**src/rtl/bp_fe_pkg.sv**
```systemverilog
// Shared types for the FE branch-history-table controller.
// No logic; types and default parameter values only.
// Update-queue entry shape depends on the BHT index width, so it is built by macro.

`ifndef BP_FE_PKG_MACROS
`define BP_FE_PKG_MACROS
`define DECLARE_BP_FE_BHT_UPD_S(idx_width_mp) \
    typedef struct packed { \
        logic [idx_width_mp-1:0] idx; \
        logic                    taken; \
    } bp_fe_bht_upd_s
`endif

package bp_fe_pkg;

    // Controller states: init sweep, arbitration, write half of an update RMW
    typedef enum logic [1:0] {
        e_bht_init   = 2'd0,
        e_bht_idle   = 2'd1,
        e_bht_upd_wr = 2'd2
    } bp_fe_bht_ctrl_state_e;

    localparam int bp_fe_bht_idx_width_dflt = 4;
    localparam int bp_fe_cnt_sat_bits_dflt  = 2;
    localparam int bp_fe_init_cnt_dflt      = 1;
    localparam int bp_fe_upd_fifo_els_dflt  = 4;

endpackage

```
**src/rtl/bp_fe_bht.sv**
```systemverilog
// Saturating-counter step used by the BHT controller for update RMW.
// Latency: combinational.
// Backpressure: none.

module bp_fe_bht_sat #(
    parameter int cnt_w_p = 2
) (
    input  logic [cnt_w_p-1:0] i_cnt,
    input  logic               i_taken,
    output logic [cnt_w_p-1:0] o_cnt
);

    // Step toward the resolved direction, holding at either end so the counter never wraps
    always_comb begin
        o_cnt = i_cnt;
        if (i_taken) begin
            if (i_cnt != '1) begin
                o_cnt = i_cnt + 1'b1;
            end
        end else begin
            if (i_cnt != '0) begin
                o_cnt = i_cnt - 1'b1;
            end
        end
    end

endmodule

```
**src/rtl/bp_fe_bht_ctrl_fifo.sv**
```systemverilog
// Small 1-read/1-write FIFO with registered storage and an occupancy counter.
// Latency: data written is visible at data_o the cycle after the push.
// Backpressure: ready_o drops when full; no push-when-full bypass, push+pop allowed otherwise.

module bsg_fifo_1r1w_small #(
    parameter int width_p = 8,
    parameter int els_p   = 4
) (
    input  logic               clk_i,
    input  logic               reset_n_i,
    input  logic               v_i,
    input  logic [width_p-1:0] data_i,
    output logic               ready_o,
    output logic               v_o,
    output logic [width_p-1:0] data_o,
    input  logic               yumi_i
);

    localparam int ptr_w_lp = (els_p > 1) ? $clog2(els_p) : 1;
    localparam int cnt_w_lp = $clog2(els_p + 1);
    localparam logic [ptr_w_lp-1:0] last_ptr_lp = ptr_w_lp'(els_p - 1);
    localparam logic [cnt_w_lp-1:0] full_cnt_lp = cnt_w_lp'(els_p);

    logic [width_p-1:0]  r_mem [els_p];
    logic [ptr_w_lp-1:0] r_wr_ptr;
    logic [ptr_w_lp-1:0] r_rd_ptr;
    logic [cnt_w_lp-1:0] r_cnt;
    logic                w_push;
    logic                w_pop;

    assign ready_o = (r_cnt != full_cnt_lp);
    assign v_o     = (r_cnt != '0);
    assign data_o  = r_mem[r_rd_ptr];
    assign w_push  = v_i & ready_o;
    assign w_pop   = yumi_i & v_o;

    // Storage array; contents are don't-care until written, so no reset
    always_ff @(posedge clk_i) begin
        if (w_push) begin
            r_mem[r_wr_ptr] <= data_i;
        end
    end

    // Pointers and occupancy; pointers wrap explicitly so non-power-of-2 depths work
    always_ff @(posedge clk_i or negedge reset_n_i) begin
        if (!reset_n_i) begin
            r_wr_ptr <= '0;
            r_rd_ptr <= '0;
            r_cnt    <= '0;
        end else begin
            if (w_push) begin
                r_wr_ptr <= (r_wr_ptr == last_ptr_lp) ? '0 : r_wr_ptr + 1'b1;
            end
            if (w_pop) begin
                r_rd_ptr <= (r_rd_ptr == last_ptr_lp) ? '0 : r_rd_ptr + 1'b1;
            end
            case ({w_push, w_pop})
                2'b10:   r_cnt <= r_cnt + 1'b1;
                2'b01:   r_cnt <= r_cnt - 1'b1;
                default: r_cnt <= r_cnt;
            endcase
        end
    end

endmodule

```
**src/rtl/bp_fe_bht_ctrl.sv**
```systemverilog
// Single-port BHT controller: init sweep, lookup/update arbitration, update RMW.
// Latency: prediction 1 cycle after lookup accept; each queued update costs 2 SRAM cycles.
// Backpressure: r_ready_o low during init and update RMW; w_ready_o low during init or queue full.

module bp_fe_bht_ctrl
    import bp_fe_pkg::*;
#(
    parameter int bht_idx_width_p   = bp_fe_bht_idx_width_dflt,
    parameter int bp_cnt_sat_bits_p = bp_fe_cnt_sat_bits_dflt,
    parameter int bp_init_cnt_p     = bp_fe_init_cnt_dflt,
    parameter int upd_fifo_els_p    = bp_fe_upd_fifo_els_dflt
) (
    input  logic                         clk_i,
    input  logic                         reset_n_i,

    input  logic                         r_v_i,
    input  logic [bht_idx_width_p-1:0]   idx_r_i,
    output logic                         r_ready_o,
    output logic                         predict_v_o,
    output logic                         predict_o,

    input  logic                         w_v_i,
    input  logic [bht_idx_width_p-1:0]   idx_w_i,
    input  logic                         taken_i,
    output logic                         w_ready_o,

    output logic                         mem_v_o,
    output logic                         mem_w_o,
    output logic [bht_idx_width_p-1:0]   mem_addr_o,
    output logic [bp_cnt_sat_bits_p-1:0] mem_data_o,
    input  logic [bp_cnt_sat_bits_p-1:0] mem_data_i,

    output logic                         init_done_o
);

    `DECLARE_BP_FE_BHT_UPD_S(bht_idx_width_p);

    localparam logic [bp_cnt_sat_bits_p-1:0] init_cnt_lp = bp_cnt_sat_bits_p'(bp_init_cnt_p);

    bp_fe_bht_ctrl_state_e r_state;
    bp_fe_bht_ctrl_state_e w_state_n;

    logic [bht_idx_width_p-1:0]   r_init_cnt;
    logic                         r_init_done;
    logic                         r_lookup_issued;

    bp_fe_bht_upd_s               w_upd_in;
    bp_fe_bht_upd_s               w_head;
    logic                         w_fifo_ready;
    logic                         w_fifo_v;
    logic                         w_fifo_yumi;
    logic                         w_upd_first;
    logic                         w_init_last;
    logic [bp_cnt_sat_bits_p-1:0] w_sat_cnt;

    logic                         w_mem_v;
    logic                         w_mem_w;
    logic [bht_idx_width_p-1:0]   w_mem_addr;
    logic [bp_cnt_sat_bits_p-1:0] w_mem_data;
    logic                         w_r_ready;
    logic                         w_lookup_fire;

    assign w_upd_in.idx   = idx_w_i;
    assign w_upd_in.taken = taken_i;

    // Pushes are only admitted once the table has been cleared
    bsg_fifo_1r1w_small #(
        .width_p ($bits(bp_fe_bht_upd_s)),
        .els_p   (upd_fifo_els_p)
    ) u_upd_fifo (
        .clk_i     (clk_i),
        .reset_n_i (reset_n_i),
        .v_i       (w_v_i & r_init_done),
        .data_i    (w_upd_in),
        .ready_o   (w_fifo_ready),
        .v_o       (w_fifo_v),
        .data_o    (w_head),
        .yumi_i    (w_fifo_yumi)
    );

    bp_fe_bht_sat #(
        .cnt_w_p (bp_cnt_sat_bits_p)
    ) u_sat (
        .i_cnt   (mem_data_i),
        .i_taken (w_head.taken),
        .o_cnt   (w_sat_cnt)
    );

    // Updates win when the queue is full, or when nobody is asking for a lookup
    assign w_upd_first = ~w_fifo_ready | (w_fifo_v & ~r_v_i);
    assign w_init_last = (r_init_cnt == '1);

    // State register
    always_ff @(posedge clk_i or negedge reset_n_i) begin
        if (!reset_n_i) begin
            r_state <= e_bht_init;
        end else begin
            r_state <= w_state_n;
        end
    end

    // Next-state logic
    always_comb begin
        w_state_n = r_state;
        case (r_state)
            e_bht_init:   if (w_init_last) w_state_n = e_bht_idle;
            e_bht_idle:   if (w_upd_first) w_state_n = e_bht_upd_wr;
            e_bht_upd_wr: w_state_n = e_bht_idle;
            default:      w_state_n = e_bht_init;
        endcase
    end

    // Per-state SRAM command, handshake and queue-pop decode
    always_comb begin
        w_mem_v       = 1'b0;
        w_mem_w       = 1'b0;
        w_mem_addr    = '0;
        w_mem_data    = '0;
        w_r_ready     = 1'b0;
        w_fifo_yumi   = 1'b0;
        w_lookup_fire = 1'b0;
        case (r_state)
            e_bht_init: begin
                w_mem_v    = 1'b1;
                w_mem_w    = 1'b1;
                w_mem_addr = r_init_cnt;
                w_mem_data = init_cnt_lp;
            end
            e_bht_idle: begin
                if (w_upd_first) begin
                    w_mem_v    = 1'b1;
                    w_mem_addr = w_head.idx;
                end else if (r_v_i) begin
                    w_mem_v       = 1'b1;
                    w_mem_addr    = idx_r_i;
                    w_r_ready     = 1'b1;
                    w_lookup_fire = 1'b1;
                end
            end
            e_bht_upd_wr: begin
                w_mem_v     = 1'b1;
                w_mem_w     = 1'b1;
                w_mem_addr  = w_head.idx;
                w_mem_data  = w_sat_cnt;
                w_fifo_yumi = 1'b1;
            end
            default: ;
        endcase
    end

    // Init sweep progress, sticky done flag and the lookup-in-flight marker
    always_ff @(posedge clk_i or negedge reset_n_i) begin
        if (!reset_n_i) begin
            r_init_cnt      <= '0;
            r_init_done     <= 1'b0;
            r_lookup_issued <= 1'b0;
        end else begin
            if (r_state == e_bht_init) begin
                r_init_cnt <= r_init_cnt + 1'b1;
                if (w_init_last) begin
                    r_init_done <= 1'b1;
                end
            end
            r_lookup_issued <= w_lookup_fire;
        end
    end

    // SRAM port is held quiet while reset is asserted, even though the FSM sits in init
    assign mem_v_o     = reset_n_i & w_mem_v;
    assign mem_w_o     = reset_n_i & w_mem_w;
    assign mem_addr_o  = reset_n_i ? w_mem_addr : '0;
    assign mem_data_o  = reset_n_i ? w_mem_data : '0;

    assign r_ready_o   = w_r_ready;
    assign w_ready_o   = r_init_done & w_fifo_ready;
    assign init_done_o = r_init_done;
    assign predict_v_o = r_lookup_issued;
    assign predict_o   = r_lookup_issued & mem_data_i[bp_cnt_sat_bits_p-1];

endmodule

```
**config.mk**
```make
export PLATFORM = sky130hd
export DESIGN_NAME = bp_fe_bht_ctrl
export DESIGN_NICKNAME = d
export VERILOG_FILES = /design/src/rtl/bp_fe_pkg.sv /design/src/rtl/bp_fe_bht.sv /design/src/rtl/bp_fe_bht_ctrl_fifo.sv /design/src/rtl/bp_fe_bht_ctrl.sv
export SDC_FILE = /design/constraint.sdc
export NUM_CORES = 1
export LEC_CHECK = 0
export ABC_AREA = 0
export CORE_AREA = 2 2 59 61
export DETAILED_ROUTE_END_ITERATION = 7
export DIE_AREA = 0 0 61 63
export DONT_BUFFER_PORTS = 1
export PLACE_DENSITY = 0.73
export SETUP_SLACK_MARGIN = 0.15
export SLEW_MARGIN = 10
export SYNTH_ARGS = -nofsm -noshare
export SYNTH_HDL_FRONTEND = slang
export SYNTH_SLANG_ARGS = --single-unit
```
**constraint.sdc**
```tcl
create_clock -name clk_i -period 3.34 [get_ports clk_i]
set_clock_uncertainty 0.1 [all_clocks]
set_input_delay 0.501 -clock clk_i [delete_from_list [all_inputs] [get_ports clk_i]]
set_output_delay 0.501 -clock clk_i [all_outputs]
set_load 0.01 [all_outputs]
```
==> results of run 1 <==
[state kept, by name, indices dropped and copies added (netlist names)]
| register | cells |
|---|---|
| r_init_cnt | 4 |
| u_upd_fifo.r_wr_ptr | 2 |
| u_upd_fifo.r_mem | 20 |
| u_upd_fifo.r_cnt | 3 |
| init_done_o | 1 |
| u_upd_fifo.r_rd_ptr | 2 |
| predict_v_o | 1 |
| r_state | 2 |
[metrics by stage]
step / total power [mW] / area [µm²] / std cells / hold slack (ps)
floorplan: 1.25 / 1690 / 122 / 105
global placement: 1.33 / 1720 / 164 / 106
detailed placement: 1.37 / 1720 / 164 / 106
CTS: 1.62 / 1790 / 173 / 124
global route: 1.73 / 1790 / 173 / 106
finish: 1.60 / 1790 / 173 / 135
[logic make-up after synthesis]
group / Yosys count
AOI/OAI and AO/OA: 18
DFF: 35
and+or+nand+nor: 31
buffers and inverters: 12
muxes: 11
xor gates and xnor gates: 6
adders and majority gates: 9
[final cells by class]
cell class                 count  share of cell area, %
inverter                       8                   1.67
multi-input combinational     75                   36.6
timing repair buffer           1                  0.558
clock buffer                   6                   2.86
sequential                    35                   54.4
tap                           46                   3.21
clock inverter                 2                  0.628
[report_power, final]
| group | internal [mW] | switching [mW] | leakage, nW |
|---|---|---|---|
| clock network | 0.100 | 0.140 | 0.0319 |
| logic | 0.305 | 0.319 | 0.301 |
| registers | 0.595 | 0.145 | 0.361 |
| total | 1.00 | 0.603 | 0.694 |
[cells in the mapped netlist, types with 3 or more instances]
library cell,number
edfxtp_1,20
dfrtp_1,15
and2_1,8
inv_1,8
nand2_1,8
ha_1,7
mux4_2,5
a32oi_1,4
nor2_1,4
o22ai_1,4
a21oi_1,3
mux2_2,3
nor2b_1,3
xnor2_1,3
xor2_1,3
[path summary, 6_finish.rpt]
| check | startpoint | end | slack, ps | depth (start not counted) |
|---|---|---|---|---|
| min | taken_i | u_upd_fifo.r_mem[0][0] | 130 | 0 |
| max | u_upd_fifo.r_rd_ptr[0] | mem_data_o[1] | 690 | 3 |
| min reg2reg | u_upd_fifo.r_cnt[2] | u_upd_fifo.r_cnt[2] | 390 | 1 |
| max reg2reg | u_upd_fifo.r_cnt[0] | u_upd_fifo.r_cnt[2] | 910 | 9 |
| max in group asynchronous | reset_n_i | r_init_cnt[0] | 2190 | 1 |
| min in group asynchronous | reset_n_i | predict_v_o | 510 | 1 |
[layer usage]
metal | vias up | part of all wire (%)
met3 | 10 | 6.2
met4 | 0 | 3.0
li1 | 459 | -
met1 | 490 | 40
met2 | 31 | 50
met5 | - | 0
[what timing repair did]
item	CTS	global route
setup buffers	0	0
hold buffers	1	0
hold endpoints to repair	15	0
setup endpoints to repair	0	0
==> metrics.cfg, run 1 <==
[yosys]
yosys_warnings=0
synth_top_family_by_area=multiplexers
syn_area_per_cell_um2=13.9
synth_xor_area_share_pct=3.10
synth_simple_gate_area_share_pct=10.2
synth.largest_area_cell=edfxtp_1
synth-adder-area-share_pct=7.02
async_flop_share_pct=42.9
synth.mux.area_fraction_pct=11.0
synth_top_area_share_pct=35.5
synth_seq_area_share_pct=57.6
synth_edf_count=20
netlist_area_um2=1690
synth-compound-area-share_pct=7.46
synthCells=122
ys_seq_elements=35
synth_cell_types=35
synth_flop_cell=edfxtp_1
synth_nets=145
synth_area_leaders=edfxtp_1, dfrtp_1, mux4_2

[final_layout]
final_util_pct=55.5
multi_input_area_um2=657
fin_nets=149
seqCellArea_um2=976
n_fill_cell=258
drive_gt1_share_pct=15.0
antennaDiodeCount=0
area_growth_pct=5.83
layout_commonest_cell=edfxtp_1
final_cell_mix=edfxtp_1, dfrtp_1, inv_1, nand2_1, and2_1

[clock_network]
numCtsBuffers=5
h-tree-depth=2
cts.clk_slew.worst_paths_ps=120
cts.sinks=35
insertion_delay_ps=350
cts_root_buffer=clkbuf_4
cts_buffer_depth=2
cts_resized=0
cts_tree=yes

[hold_path]
hold_path_class=primary input to flop

[timing]
rsz0062_at_grt=false
drv_slew=0
setup_tns_ps=0
fin_crit_ps=2650
setup_viol=0
tightest_slew_ps=666
fmax_mhz=378
max_slew_margin_pct=55.5
setup_ws_ps=694
finalHoldViolCount=0
finalCritPeriodShare_pct=79.2

[critical_path]
worstSetupEndpointType=output port
cp_top_family=flip-flops
crit_chain=mux4_2 > maj3_2 > and3_1
critical_path_peak_fanout=8
crit_path_max_incr_delay_ps=590
cp.required_ps=2740
critPathKind=flop to output port
cp_slowest_cell=dfrtp_1
cp-start-kind=flop
arrival_ps=2050
path_buf_inv=0

[global_routing]
track_usage_pct=17.9
use_met2_pct=27.8
busiest_layer=met2
grt_max_degree=16
antenna_found_initial=0
grt_pass1_vias=1003
grt_use_met1_pct=21.6
grt_pass1_wl_um=4810
grt_use_met3_pct=6.21
grt_overflow=0

[power]
power_density_nw_per_um2=894
p_leak_nw=0.694
ir_drop_mv=0.337

[floorplan]
die_w_um=61
die-area_um2=3840
io_pins=28
start_util_pct=52.4
row_count=21
dieHeight_um=63
core_region_area_um2=3230

[routing]
wl_um=2930
vias=990
dr.first_iter.drc_count=29
wl_per_cell_um=16.9
viasPerCell=5.72
drc=0
first_pass_iters=4
ant_nets=0

[run_status]
status=complete, no violations

[placement]
io_buffers=0
gp_congestion=0.801
place_ws_ps=944
dp_hpwl_um=2190

[run]
drv_cap=0

No activity file was read; power rests on OpenSTA's default activity.
==> run 2: changes to the inputs <==
Settings changed: PLACE_DENSITY 0.73 to 0.76.
Clock period 3.34 ns to 2.22 ns, I/O delays scaled along.
==> run 2 against run 1 <==
Effect of this change: clock power up 37%; cell count is 12% higher; via count is 9.0% higher; utilization up 7.9 points; total power increased by 74%; hold slack improved by 100 ps; flip-flop and latch count unchanged; sequential share of layout area is 6.8 points lower; critical endpoint is now mem_addr_o[1]; worst setup slack worse by 680 ps.
==> metrics.cfg, run 2 (synthesized netlist as in run 1, its figures left out) <==
[run_status]
status=complete, no violations

[clock_network]
cts_buffer_depth=2
h-tree-depth=2
cts_tree=yes
cts.clk_slew.worst_paths_ps=110
numCtsBuffers=5
insertion_delay_ps=330
cts_root_buffer=clkbuf_4
cts.sinks=35

[hold_path]
min_path_cells=2
hold_path_class=primary input to flop
worstHoldStart=r_v_i
hold_path_end=r_state[1]

[routing]
dr_wl_met3_um=130
highest_layer=met4
m1WireLength_um=1380
viasPerCell=5.56
dr.first_iter.drc_count=80
first_pass_iters=4
drc=0
wl_um=3310
vias=1079
ant_nets=0
wl_per_cell_um=17.0
met2_length_um=1740

[critical_path]
critical_path_peak_fanout=6
r2r-start=u_upd_fifo.r_cnt[0]
critPathKind=flop to output port
cp.required_ps=1790
reg2reg_to=u_upd_fifo.r_cnt[2]
rr_worst_depth=9
regToRegSetupSlack_ps=30
cp-start-kind=flop
worstSetupEndpointType=output port
arrival_ps=1770

[global_routing]
grt_overflow=0
grt_pass1_wl_um=5120
grt_max_degree=16
track_usage_pct=18.6
grt_pass1_vias=1108
antenna_found_initial=0

[final_layout]
top_register=u_upd_fifo.r_mem
n_fill_cell=248
drive_gt1_share_pct=34.5
fin_nets=170
largest_reg_flops=20
multi_input_area_um2=743
area_growth_pct=20.9
final_cell_mix=edfxtp_1, dfrtp_1, buf_4
layout_commonest_cell=edfxtp_1
antennaDiodeCount=0
largest_registers=u_upd_fifo.r_mem: 20 flops, r_init_cnt: 4 flops, u_upd_fifo.r_cnt: 3 flops
seqCellArea_um2=976

[timing]
finalHoldViolCount=0
drv_slew=0
setup_viol=0
fmax_mhz=453
finalCritPeriodShare_pct=99.4
setup_tns_ps=0
max_slew_margin_pct=51.6
rsz0062_at_grt=true
fin_crit_ps=2210
tightest_slew_ps=724
fin_hold_ws_ps=239
setup_ws_ps=13.4

[placement]
dp_hpwl_um=2320
place_ws_ps=-20.3
io_buffers=0
gp_congestion=0.862

[power]
power_density_nw_per_um2=1360
p_int_mw=1.74
ir_drop_mv=0.654
p_leak_nw=0.805
power_frac_clock_pct=11.8
sequentialPowerShare_pct=38.5
switching_share_pct=37.5
p_comb_share_pct=49.7
p_total_mw=2.78
p_sw_mw=1.04

[floorplan]
die-area_um2=3840
die_w_um=61
dieHeight_um=63
start_util_pct=52.4
row_count=21
core_region_area_um2=3230
io_pins=28

[run]
drv_cap=0

[run 2: changes by cell type in the layout (fill, tap and decap cells not counted), sizes merged]
cell,delta
buf,+16
dlygate4sd3,+5
[run 2: repair_timing]
action | 4_1_cts | 5_1_grt
endpoints found under the hold margin | 35 | 0
buffers inserted | 6 | 3
hold buffers | 6 | 0
endpoints found under the setup margin | 7 | 7
pin swaps | 8 | 0
resized for setup | 8 | 9
[run 2: power groups by stage]
stage	logic [mW]	clock network (mW)	registers, mW
finish	1.38	0.328	1.07
global route	1.51	0.362	1.10
CTS	1.26	0.338	1.06
detailed placement	1.11	0	1.08
global placement	1.05	0	1.06
floorplan	0.879	0	1.04
[run 2: stage by stage]
step	cells	util (%)	area [µm²]
final	194	63.4	2050
after global routing	194	63.4	2050
after CTS	191	61.3	1980
after detailed placement	171	55.3	1790
after global placement	171	55.3	1790
after floorplan	122	-	1720
[run 2: worst max path at each step]
stage | to | from | slack, ps | depth (start not counted)
after floorplan | u_upd_fifo.r_cnt[2] | u_upd_fifo.r_cnt[0] | -60 | 11
after global placement | u_upd_fifo.r_cnt[2] | u_upd_fifo.r_cnt[0] | 110 | 9
after detailed placement | u_upd_fifo.r_cnt[2] | u_upd_fifo.r_cnt[0] | -20 | 9
after CTS | u_upd_fifo.r_cnt[2] | u_upd_fifo.r_cnt[0] | 50 | 9
after global routing | u_upd_fifo.r_cnt[2] | u_upd_fifo.r_cnt[0] | -40 | 9
final | mem_addr_o[1] | u_upd_fifo.r_cnt[0] | 10 | 4
[run 2: area by class of cell]
type / instances / area share [%]
repair buffers: 22 / 9.16
inverters: 8 / 1.47
multi-input cells: 75 / 36.3
clock inverters: 2 / 0.611
flip-flops and latches: 35 / 47.6
clock buffers: 6 / 2.02
well taps: 46 / 2.81
[run 2: worst max-delay path: stages (launching register included)]
cell and delay (ps):
dfrtp_1 440, or3b_4 420, buf_4 170, a32oi_1 280, o22ai_2 150
[run 2: per-layer routing]
| metal | global-route usage, % | vias to the layer above |
|---|---|---|
| li1 | - | 497 |
| met1 | 23.0 | 541 |
| met2 | 31.0 | 35 |
| met3 | 4.97 | 6 |
| met4 | 5.71 | 0 |
| met5 | 0 | - |
==> run 3: changes to the inputs <==
Settings changed: PLACE_DENSITY 0.76 to 0.71.
==> run 3 against run 2 <==
Effect of this change: cell count decreased by 3.6%; sequential share of layout area decreased by 0.084 points; largest power group unchanged; clock power increased by 38%; sequential power about the same; non-clock buffer count decreased by 7; combinational power decreased by 3%.
==> metrics.cfg, run 3 (synthesized netlist as in run 1, its figures left out) <==
[clock_network]
h-tree-depth=2
cts_tree=yes
cts.sinks=35
cts_root_buffer=clkbuf_4
insertion_delay_ps=330
numCtsBuffers=5
cts_buffer_depth=2
cts.clk_slew.worst_paths_ps=110

[routing]
drc=0
ant_nets=0
dr.first_iter.drc_count=25
vias=1053
wl_per_cell_um=17.6
first_pass_iters=4
viasPerCell=5.63
wl_um=3280

[timing]
fmax_mhz=458
fin_hold_ws_ps=260
finalHoldViolCount=0
max_slew_margin_pct=54.1
finalCritPeriodShare_pct=98.4
setup_tns_ps=0
tightest_slew_ps=686
rsz0062_at_grt=true
drv_slew=0
fin_crit_ps=2180
setup_viol=0

[final_layout]
drive_gt1_share_pct=34.0
fin_nets=163
final_cell_mix=edfxtp_1, dfrtp_1, nand2_1, buf_4, and2_1
largest_registers=u_upd_fifo.r_mem: 20 flops, r_init_cnt: 4 flops, u_upd_fifo.r_cnt: 3 flops
layout_commonest_cell=edfxtp_1
area_growth_pct=21.3
largest_reg_flops=20
top_register=u_upd_fifo.r_mem
antennaDiodeCount=0

[critical_path]
cp-start-kind=flop
worstSetupEndpointType=flop
reg2reg_to=u_upd_fifo.r_cnt[2]
r2r-start=u_upd_fifo.r_cnt[1]
crit_path_max_incr_delay_ps=440
crit_chain=or3b_4 > and3_4 > inv_2 > ha_4 > inv_2 > fa_2 > xor2_1 > nor2_1 > xor2_1
critical_path_peak_fanout=4
arrival_ps=2350
critPathKind=flop to flop
cp.required_ps=2380
regToRegSetupSlack_ps=40
rr_worst_depth=9
cp_slowest_cell=dfrtp_1

[placement]
gp_congestion=0.750
io_buffers=0
dp_hpwl_um=2220

[floorplan]
row_count=21
core_region_area_um2=3230
io_pins=28
die_w_um=61
dieHeight_um=63
start_util_pct=52.4
die-area_um2=3840

[global_routing]
grt_pass1_wl_um=5270
grt_pass1_vias=1106
grt_overflow=0
grt_max_degree=16
track_usage_pct=19.2
antenna_found_initial=0

[power]
power_density_nw_per_um2=1400
ir_drop_mv=0.698
p_leak_nw=0.792

[hold_path]
hold_path_end=r_state[1]
worstHoldStart=r_v_i
hold_path_class=primary input to flop
min_path_cells=2

[run_status]
status=complete, no violations

[run]
drv_cap=0

[run 3: changes by cell type in the layout (fill, tap and decap cells not counted), sizes merged]
| cell | delta |
|---|---|
| bufinv | +1 |
| clkinv | +1 |
| clkbuf | -1 |
| clkinvlp | -1 |
| buf | -7 |
[run 3: metal layers]
layer	vias up	GRT usage (%)	share of wire (%)
li1	487	-	-
met1	518	24.4	43
met2	36	29.2	49
met3	12	6.00	4.9
met4	0	9.24	3.4
met5	-	0	0
[run 3: repair_timing]
item / 4_1_cts / 5_1_grt
setup buffers: 3 / 1
setup endpoints to repair: 7 / 7
hold buffers: 6 / 0
gates resized for setup: 17 / 5
pin swaps: 13 / 8
hold endpoints to repair: 35 / 0
[run 3: critical path: cells and delay by family (launching register included)]
family        cells  cell delay (ps)
fa+ha+maj         2              450
flops             1              440
simple gates      3              730
xor+xnor          2              310
buf+inv           2               90
[run 3: worst max-delay path by stage]
| stage | from | to | slack (ps) | cells after the start |
|---|---|---|---|---|
| floorplan | u_upd_fifo.r_cnt[0] | u_upd_fifo.r_cnt[2] | -60 | 11 |
| global placement | u_upd_fifo.r_cnt[0] | u_upd_fifo.r_cnt[2] | 110 | 9 |
| detailed placement | u_upd_fifo.r_cnt[0] | u_upd_fifo.r_cnt[2] | 2 | 9 |
| CTS | u_upd_fifo.r_rd_ptr[0] | mem_data_o[1] | 30 | 3 |
| global route | u_upd_fifo.r_cnt[1] | u_upd_fifo.r_cnt[2] | -20 | 9 |
| finish | u_upd_fifo.r_cnt[1] | u_upd_fifo.r_cnt[2] | 40 | 9 |
[run 3: per-stage QoR]
| stage | std cells | total power [mW] | setup slack (ps) | util (%) | area [µm²] |
|---|---|---|---|---|---|
| 2_1_floorplan | 122 | 1.92 | -56.9 | - | 1720 |
| 3_3_place_gp | 169 | 2.10 | 105 | 54.9 | 1770 |
| 3_5_place_dp | 169 | 2.17 | 1.95 | 54.9 | 1770 |
| 4_1_cts | 186 | 2.81 | 28.6 | 62.6 | 2020 |
| 5_1_grt | 187 | 3.07 | -20.0 | 63.6 | 2050 |
| 6_report | 187 | 2.88 | 35.2 | 63.6 | 2050 |
[run 3: power breakdown]
part           switching [mW]  internal, mW  leakage, nW
logic                   0.668         0.672        0.387
registers               0.189         0.898        0.360
clock network           0.217         0.237       0.0452
[run 3: layout make-up]
class | instances | area, µm²
Fill cell | 244 | 1180
Sequential cell | 35 | 977
Multi-Input combinational cell | 75 | 777
Timing Repair Buffer | 15 | 131
Tap cell | 46 | 57.6
Clock inverter | 3 | 43.8
Clock buffer | 5 | 37.5
Inverter | 8 | 30.0
